File: src/rtl/mac_pkg.sv
// Shared MAC definitions: operand width, beat count and the feeder state encoding.
`default_nettype none

package mac_pkg;

   localparam int OP_W  = 128;
   localparam int WORDS = OP_W / 32;

   typedef enum logic [2:0] {
      ST_LOAD_A = 3'd0,
      ST_LOAD_B = 3'd1,
      ST_ISSUE  = 3'd2,
      ST_FLUSH  = 3'd3,
      ST_DONE   = 3'd4
   } state_t;

endpackage

`default_nettype wire

File: src/rtl/word_packer.sv
// Assembles DATA_W beats, least significant word first, into an OP_W holding register.
`default_nettype none

module word_packer #(
   parameter int DATA_W = 32,
   parameter int OP_W   = mac_pkg::OP_W
) (
   input  logic              clk,
   input  logic              rst_n,
   input  logic              load,
   input  logic [DATA_W-1:0] data_in,
   output logic              final_beat,
   output logic [OP_W-1:0]   data_out
);

   localparam int BEATS = OP_W / DATA_W;
   localparam int IDX_W = (BEATS > 1) ? $clog2(BEATS) : 1;

   logic [IDX_W-1:0] idx;
   logic [OP_W-1:0]  data_q;

   assign final_beat = (idx == IDX_W'(BEATS - 1));

   // data_out already includes a beat being written this cycle, so the
   // owner can capture a complete operand on the final beat's edge.
   always_comb begin
      data_out = data_q;
      if (load)
         data_out[int'(idx)*DATA_W +: DATA_W] = data_in;
   end

   always_ff @(posedge clk) begin
      if (!rst_n) begin
         idx    <= '0;
         data_q <= '0;
      end else if (load) begin
         data_q <= data_out;
         idx    <= final_beat ? '0 : idx + 1'b1;
      end
   end

endmodule

`default_nettype wire

File: src/rtl/mac_operand_feeder.sv
// Collects A/B operand pairs from a word stream and issues them to the MAC,
// appending a zero-operand flush enable at the end of each frame.
`default_nettype none

module mac_operand_feeder #(
   parameter int DATA_W = 32,
   parameter int OP_W   = mac_pkg::OP_W,
   parameter int CNT_W  = 16
) (
   input  logic              clk,
   input  logic              rst_n,
   input  logic              s_valid,
   output logic              s_ready,
   input  logic [DATA_W-1:0] s_data,
   input  logic              s_last,
   output logic              mac_en,
   output logic [OP_W-1:0]   a_out,
   output logic [OP_W-1:0]   b_out,
   output logic              done,
   output logic [CNT_W-1:0]  pair_cnt,
   output logic              proto_err
);

   import mac_pkg::*;

   state_t state;
   state_t state_nxt;

   logic            beat;
   logic            a_load;
   logic            b_load;
   logic            a_final;
   logic            b_final;
   logic            b_done_beat;
   logic [OP_W-1:0] a_view;
   logic [OP_W-1:0] b_view;
   logic            last_q;
   logic            frame_closed;

   assign beat        = s_valid && s_ready;
   assign a_load      = beat && (state == ST_LOAD_A);
   assign b_load      = beat && (state == ST_LOAD_B);
   assign b_done_beat = b_load && b_final;

   word_packer #(.DATA_W(DATA_W), .OP_W(OP_W)) u_pack_a (
      .clk        (clk),
      .rst_n      (rst_n),
      .load       (a_load),
      .data_in    (s_data),
      .final_beat (a_final),
      .data_out   (a_view)
   );

   word_packer #(.DATA_W(DATA_W), .OP_W(OP_W)) u_pack_b (
      .clk        (clk),
      .rst_n      (rst_n),
      .load       (b_load),
      .data_in    (s_data),
      .final_beat (b_final),
      .data_out   (b_view)
   );

   always_ff @(posedge clk) begin
      if (!rst_n)
         state <= ST_LOAD_A;
      else
         state <= state_nxt;
   end

   always_comb begin
      state_nxt = state;
      case (state)
         ST_LOAD_A: if (a_load && a_final) state_nxt = ST_LOAD_B;
         ST_LOAD_B: if (b_done_beat)       state_nxt = ST_ISSUE;
         ST_ISSUE:  state_nxt = last_q ? ST_FLUSH : ST_LOAD_A;
         ST_FLUSH:  state_nxt = ST_DONE;
         ST_DONE:   state_nxt = ST_LOAD_A;
         default:   state_nxt = ST_LOAD_A;
      endcase
   end

   // Handshake and MAC strobes are pure functions of state, so s_ready
   // never depends combinationally on s_valid.
   always_comb begin
      s_ready = 1'b0;
      mac_en  = 1'b0;
      done    = 1'b0;
      case (state)
         ST_LOAD_A, ST_LOAD_B: s_ready = 1'b1;
         ST_ISSUE,  ST_FLUSH:  mac_en  = 1'b1;
         ST_DONE:              done    = 1'b1;
         default: ;
      endcase
   end

   always_ff @(posedge clk) begin
      if (!rst_n) begin
         last_q       <= 1'b0;
         a_out        <= '0;
         b_out        <= '0;
         pair_cnt     <= '0;
         proto_err    <= 1'b0;
         frame_closed <= 1'b0;
      end else begin
         if (b_done_beat) begin
            last_q <= s_last;
            a_out  <= a_view;
            b_out  <= b_view;
         end else if (state == ST_ISSUE && last_q) begin
            a_out <= '0;
            b_out <= '0;
         end

         if (state == ST_ISSUE) begin
            if (pair_cnt != '1)
               pair_cnt <= pair_cnt + 1'b1;
         end else if (beat && frame_closed) begin
            pair_cnt <= '0;
         end

         // The finished frame's total stays visible until the next frame starts.
         if (state == ST_DONE)
            frame_closed <= 1'b1;
         else if (beat)
            frame_closed <= 1'b0;

         if (beat && s_last && !b_done_beat)
            proto_err <= 1'b1;
      end
   end

endmodule

`default_nettype wire
File: config.mk
export PLATFORM = sky130hd
export DESIGN_NAME = mac_operand_feeder
export DESIGN_NICKNAME = d
export VERILOG_FILES = /design/src/rtl/mac_pkg.sv /design/src/rtl/word_packer.sv /design/src/rtl/mac_operand_feeder.sv
export SDC_FILE = /design/constraint.sdc
export NUM_CORES = 1
export LEC_CHECK = 0
export BUFFER_PORTS_ARGS = -buffer_cell sky130_fd_sc_hd__buf_2
export CORE_ASPECT_RATIO = 1.4
export CORE_UTILIZATION = 55
export CTS_BUF_LIST = sky130_fd_sc_hd__clkbuf_2 sky130_fd_sc_hd__clkbuf_4 sky130_fd_sc_hd__clkbuf_8
export CTS_CLUSTER_DIAMETER = 200
export DETAILED_ROUTE_END_ITERATION = 7
export PLACE_DENSITY = 0.78
export REMOVE_ABC_BUFFERS = 1
export SLEW_MARGIN = 20
export SYNTH_ARGS = -nofsm -noshare
export SYNTH_HDL_FRONTEND = slang
export SYNTH_SLANG_ARGS = --single-unit
File: constraint.sdc
create_clock -name clk -period 4.32 [get_ports clk]
set_clock_uncertainty 0.2 [all_clocks]
set_input_delay 1.296 -clock clk [delete_from_list [all_inputs] [get_ports clk]]
set_output_delay 1.296 -clock clk [all_outputs]
set_load 0.03 [all_outputs]
-- Word-level counts from Yosys, hierarchy flattened
Index checks and enable logic that the tools add are counted.
- input port bits: 36
- output and inout bits: 276
- bits in registers: 538
- shift-type cells: 4
- add/subtract/negate cells: 5
- muxes and demuxes: 21
- equal/unequal tests: 10
- reductions and logical operators: 18
- operators with widths (kind ; number):
    2-to-1 mux 128 bit ; 5
    bitwise mux 128 bit ; 2
    variable shift 32 x 33 -> 128 bit, first input constant ; 2
    indexed part select 32 x 33 -> 128 bit ; 2
    negator 7 -> 33 bit ; 2
    2-to-1 mux 16 bit ; 3
    adder 16 x 1 -> 16 bit, second input constant ; 1
    != test 16 bit, second input constant ; 1
    one-hot mux 3 bit (4 select lines) ; 1
    logical AND 1 bit ; 9
    == test 3 x 2 -> 1 bit, second input constant ; 2
    2-to-1 mux 2 bit ; 3
    2-to-1 mux 3 bit ; 2
    nonzero test 2 bit ; 3
    2-to-1 mux 1 bit ; 5
    adder 2 x 1 -> 2 bit, second input constant ; 2
    == test 2 bit, second input constant ; 2
    != test 2 x 1 -> 1 bit, second input constant ; 2
    AND reduction 2 bit ; 2
    OR reduction 2 bit ; 2
    == test 3 x 1 -> 1 bit, second input constant ; 1
    == test 3 bit, second input constant ; 1
    logical NOT 3 bit ; 1
    != test 2 bit, second input constant ; 1
    logical NOT 1 bit ; 1

-- Logic depth before layout (Yosys ltp)
- depth in word-level cells: 8
- depth in mapped cells: 10

-- Modules after synthesis
Synthesis repeated with hierarchy kept, for this count alone.
- cells, all modules: 2230
- area, all modules: 20992.6 µm²
- by module, submodules not included (module ; area an instance (µm²) ; cells an instance ; times used):
    mac_operand_feeder ; 9645.5 ; 997 ; 1
    word_packer at u_pack_a ; 5784.3 ; 656 ; 1
    word_packer at u_pack_b ; 5562.8 ; 577 ; 1

-- Worst setup path after synthesis
Ideal clock, no wire load.
- path kind: input-to-reg
- start: input rst_n
- end: register a_out[105]
- path buffers: 4
- required time: 4.003 ns
- stages on the path: 7
- slack: 1.406 ns
- arrival: 2.597 ns
- cell sequence: buf_2 -> inv_1 -> clkbuf_1 -> clkbuf_1 -> buf_1 -> a21oi_1 -> a22o_1
- RTL lines (what ; line ; source):
    from (decl) ; mac_operand_feeder.sv:11 ; input logic rst_n,
    to (signal assigned) ; mac_operand_feeder.sv:107 ; a_out <= a_view;
    to (decl) ; mac_operand_feeder.sv:17 ; output logic [OP_W-1:0] a_out,

-- Worst setup path after layout
- start: register u_pack_b.idx[0]
- end: register b_out[125]
- longest elaborated chain between the ends: 5
- elaborated cells on any way between the ends: 9
- ends and longest elaborated chain (what ; line ; source):
    from (decl) ; word_packer.sv:19 ; logic [IDX_W-1:0] idx;
    from (signal assigned) ; word_packer.sv:38 ; idx <= final_beat ? '0 : idx + 1'b1;
    negator 7 -> 33 bit ; word_packer.sv:29 ; data_out[int'(idx)*DATA_W +: DATA_W] = data_in;
    indexed part select 32 x 33 -> 128 bit / variable shift 32 x 33 -> 128 bit (equally long branches) ; word_packer.sv:29 ;
    bitwise mux 128 bit ; word_packer.sv:29 ;
    2-to-1 mux 128 bit ; word_packer.sv:28 ; if (load)
    2-to-1 mux 128 bit ; mac_operand_feeder.sv:105 ; if (b_done_beat) begin
    to (signal assigned) ; mac_operand_feeder.sv:108 ; b_out <= b_view;
    to (decl) ; mac_operand_feeder.sv:18 ; output logic [OP_W-1:0] b_out,
Parallel ways exist; a longest one is shown, timed or not.
A chain may end at the register's enable or synchronous reset.

==> impl_summary.log <==
[metrics] RSZ-0062 raised after global routing: false
[metrics] RR Endpoint: b_out[125]
[metrics] startpoint of the worst-slack reg-to-reg timing path: u_pack_b.idx[0]
[metrics] total clock sinks: ~510
[metrics] antenna violations before repair: 0
[metrics] part of the Yosys area used for sequential elements: a little under three fifths
[metrics] worst vdd rail ir drop: 283 uV
[metrics] starting utilization of the core area: 56.0%
[metrics] I/O pin count: 312
[metrics] Hold EP: b_out[55]
[metrics] Synth async-reset ratio: 0%
[metrics] remaining antenna violation count: 0
[metrics] vias in the first global route: about 15,000
[metrics] Core Region: about 32,000 sq um
[metrics] most frequent standard cell in the layout excluding fill and tap cells: sky130_fd_sc_hd__dfxtp_1
[metrics] later-pin clock latency in the skew report: 0.62 ns
[metrics] depth of the worst register-to-register path: 5
[metrics] final RePlAce weighted congestion: ~0.84
[metrics] number of flops mapped to enable cells by yosys: 0
[metrics] leakage power of the design: between 8 and 9 nW
[metrics] Total Routed Length: roughly 55,000 um
[metrics] full die area: 33,800 sq um
[metrics] classification of the worst setup path: flip-flop to flip-flop
[metrics] crit path buf inv count: 2
[metrics] Final Slew Violations: 0
[metrics] min Tclk post-route: ~3.3 ns
[metrics] chip height: 217 um
[metrics] Slowest Stage Delay on Critical Path: 0.83 ns
[metrics] register bit count reported by yosys: 506
[metrics] synthesized instance count: about 1,800
[metrics] Die Width: 156 um
[metrics] synthesized area: 18,200 sq um
[metrics] maximum count of clock buffers along a single path: 3
[metrics] kind of end point of the critical path: flip-flop
[metrics] most common flop cell mapped by yosys: sky130_fd_sc_hd__dfxtp_1
[metrics] final worst path period share: around three quarters
[metrics] clock slew seen by the registers of the worst setup and hold paths: 0.06 ns
[metrics] total of hold buffers inserted after clock tree synthesis: 0
[metrics] number of endpoints failing setup at the final stage: 0
[metrics] maximum number of pins on one net before global-route repair: roughly 150
[metrics] count of max-cap constraint violations: 0
[metrics] slowest library cell on the worst path: sky130_fd_sc_hd__ha_2
[metrics] combined global-route utilization of all metal layers: between 30% and 40%
[metrics] startpoint class of the critical path: flip-flop
[metrics] HP Start: b_out[55]
[metrics] total power of the final layout: 0.00919 W
[metrics] highest-count cells in the layout ignoring fill and taps: 506 x sky130_fd_sc_hd__dfxtp_1, 311 x sky130_fd_sc_hd__buf_2, 245 x sky130_fd_sc_hd__a22o_1
[metrics] Tightest Hold Check Type: flip-flop to flip-flop
[metrics] total congestion overflow: 0
[metrics] placed wire-length estimate after detailed placement: about 32,000 um
[metrics] n_diodes: 0
[metrics] number of cell rows: 78
[metrics] CTS-repair resized insts: 0
[metrics] register-to-register path setup slack: approximately 1.0 ns
[metrics] detailed-routing iteration count for the pre-antenna-repair pass: 6
[metrics] first-pass GRT wire length: 83,900 um
[metrics] post-CTS setup buffer count: 0
[metrics] DR vias/cell: around 6.4
[metrics] slew margin rel.: 24.5%
[metrics] via count: around 16,000
[metrics] Detailed Route Iter0 Violations: 1,695
[metrics] biggest fanout along the worst timing path: 37
[metrics] slew of the pin with the lowest slew margin: 1.13 ns
[metrics] total number of yosys warnings: 0
[metrics] category of cells accounting for the largest share of critical-path delay: buffers and inverters
[metrics] Avg Synthesized Cell Area: 9.86 sq um
[metrics] number of port buffers: 311
[metrics] CTS tree: built
[metrics] result of the run: complete, no violations
[metrics] fraction of layout cells with a size suffix above 1: between 20% and 30%
[metrics] level count of the clock H-tree: 3
[metrics] synth unique cells: 47
[metrics] power per unit of standard cell area: approximately 430 nW/um^2
[metrics] crit path DAT: approximately 3.6 ns
[metrics] hold violation count in the final report: 0
[metrics] Peak Freq: ~300 MHz
[metrics] CTS Root Buffer Type: sky130_fd_sc_hd__clkbuf_8
[metrics] net total in the final layout: 2,071
[metrics] detailed-route wire length per cell: ~22 um
[metrics] Num CTS Buffers: between 70 and 80
[metrics] most frequent cell on the critical path: sky130_fd_sc_hd__inv_1
[metrics] utilization of the core after routing: 65.6%
[metrics] data required time of the critical path: 4.63 ns
[metrics] cell depth of the worst hold path: 1
[metrics] ordered cell list for the critical path: inv_1, ha_2, inv_1, and3_1, a22o_1
[metrics] number of DRC violations after detailed routing: 0
[metrics] area growth from synthesis to layout: 17.3%
## cells by family after synthesis
| logic type | Yosys count | share of synthesized area [%] |
|---|---|---|
| compound gates | 735 | 26.1 |
| simple gates | 324 | 11.3 |
| buf+inv | 265 | 6.07 |
| xor+xnor | 1 | 0.0482 |
| mux | 2 | 0.110 |
| fa+ha+maj | 11 | 0.757 |
| flops | 506 | 55.7 |
## worst register-to-register path, stage by stage (launching register included)
cell and delay, ns:
sky130_fd_sc_hd__dfxtp_1 0.42, sky130_fd_sc_hd__inv_1 0.17, sky130_fd_sc_hd__ha_2 0.83, sky130_fd_sc_hd__inv_1 0.76, sky130_fd_sc_hd__and3_1 0.55, sky130_fd_sc_hd__a22o_1 0.26
## layer usage
metal	vias to the layer above	global-route usage (%)	share of wire [%]
li1	7286	-	-
met1	7826	39.4	40
met2	819	50.2	48
met3	152	6.01	8.0
met4	0	18.9	4.5
met5	-	0	0
## how the worst max path moves through the flow
stage	start	to	slack (ns)	depth (start not counted)
2_1_floorplan	s_valid	a_out[43]	-8.01	4
3_3_place_gp	s_valid	a_out[126]	0.86	6
3_5_place_dp	s_valid	a_out[111]	0.83	6
4_1_cts	state[2]	done	1.00	2
5_1_grt	u_pack_b.idx[0]	b_out[110]	0.82	5
6_report	u_pack_b.idx[0]	b_out[125]	1.03	5
## through the flow
stage	cell area, sq um	instances	hold slack (ns)	worst slack [ns]	setup TNS, ns
global placement	19700	2387	0.245	0.863	0
global route	21300	2514	0.281	0.822	0
finish	21300	2514	0.259	1.03	0
floorplan	17200	1603	0.231	-8.01	-2509.45
detailed placement	19700	2387	0.248	0.829	0
CTS	21300	2513	0.262	1.00	0
## final cells by class
type | instances | area (sq um)
clock buffers | 115 | 1460
clock inverters | 11 | 135
fillers | 2663 | 11200
inverters | 24 | 95.1
multi-input cells | 1073 | 7070
flip-flops and latches | 506 | 10100
well taps | 440 | 551
repair buffers | 345 | 1890
## cells in the mapped netlist (all sizes together) (2+ instances only)
library cell	n	area share, %
ha	11	0.76
a31o	6	0.29
nand4	227	7.8
nor3b	5	0.21
or4	4	0.17
nor4bb	4	0.22
a31oi	5	0.17
a32o	11	0.61
inv	24	0.50
a21boi	7	0.29
and2	14	0.48
nor4b	5	0.41
nand2b	2	0.069
o211ai	3	0.12
o221ai	3	0.14
a21o	2	0.083
dfxtp	506	56
and4	4	0.19
mux2i	2	0.11
nand3	6	0.17
buf	62	1.9
nor4	4	0.14
nor2	13	0.27
clkbuf	179	3.7
nand2	15	0.31
and3	6	0.21
nor3	9	0.31
a21oi	224	6.2
o31ai	4	0.17
a22o	245	12
o21ai	222	6.1
## flip-flops by register name, indices dropped and copies added, names as in the netlist
| register | flops |
|---|---|
| a_out | 128 |
| b_out | 128 |
| frame_closed | 1 |
| last_q | 1 |
| pair_cnt | 16 |
| proto_err | 1 |
| state | 3 |
| u_pack_a.data_q | 128 |
| u_pack_a.idx | 2 |
| u_pack_b.data_q | 96 |
| u_pack_b.idx | 2 |
## where the power goes
| part | switching [W] | internal, W | total (W) |
|---|---|---|---|
| sequential | 0.00000811 | 0.00469 | 0.00469 |
| combinational | 0.000321 | 0.0000751 | 0.000396 |
| clock | 0.00178 | 0.00232 | 0.00410 |
| total | 0.00211 | 0.00708 | 0.00919 |
(Power assumes the default switching activity.)
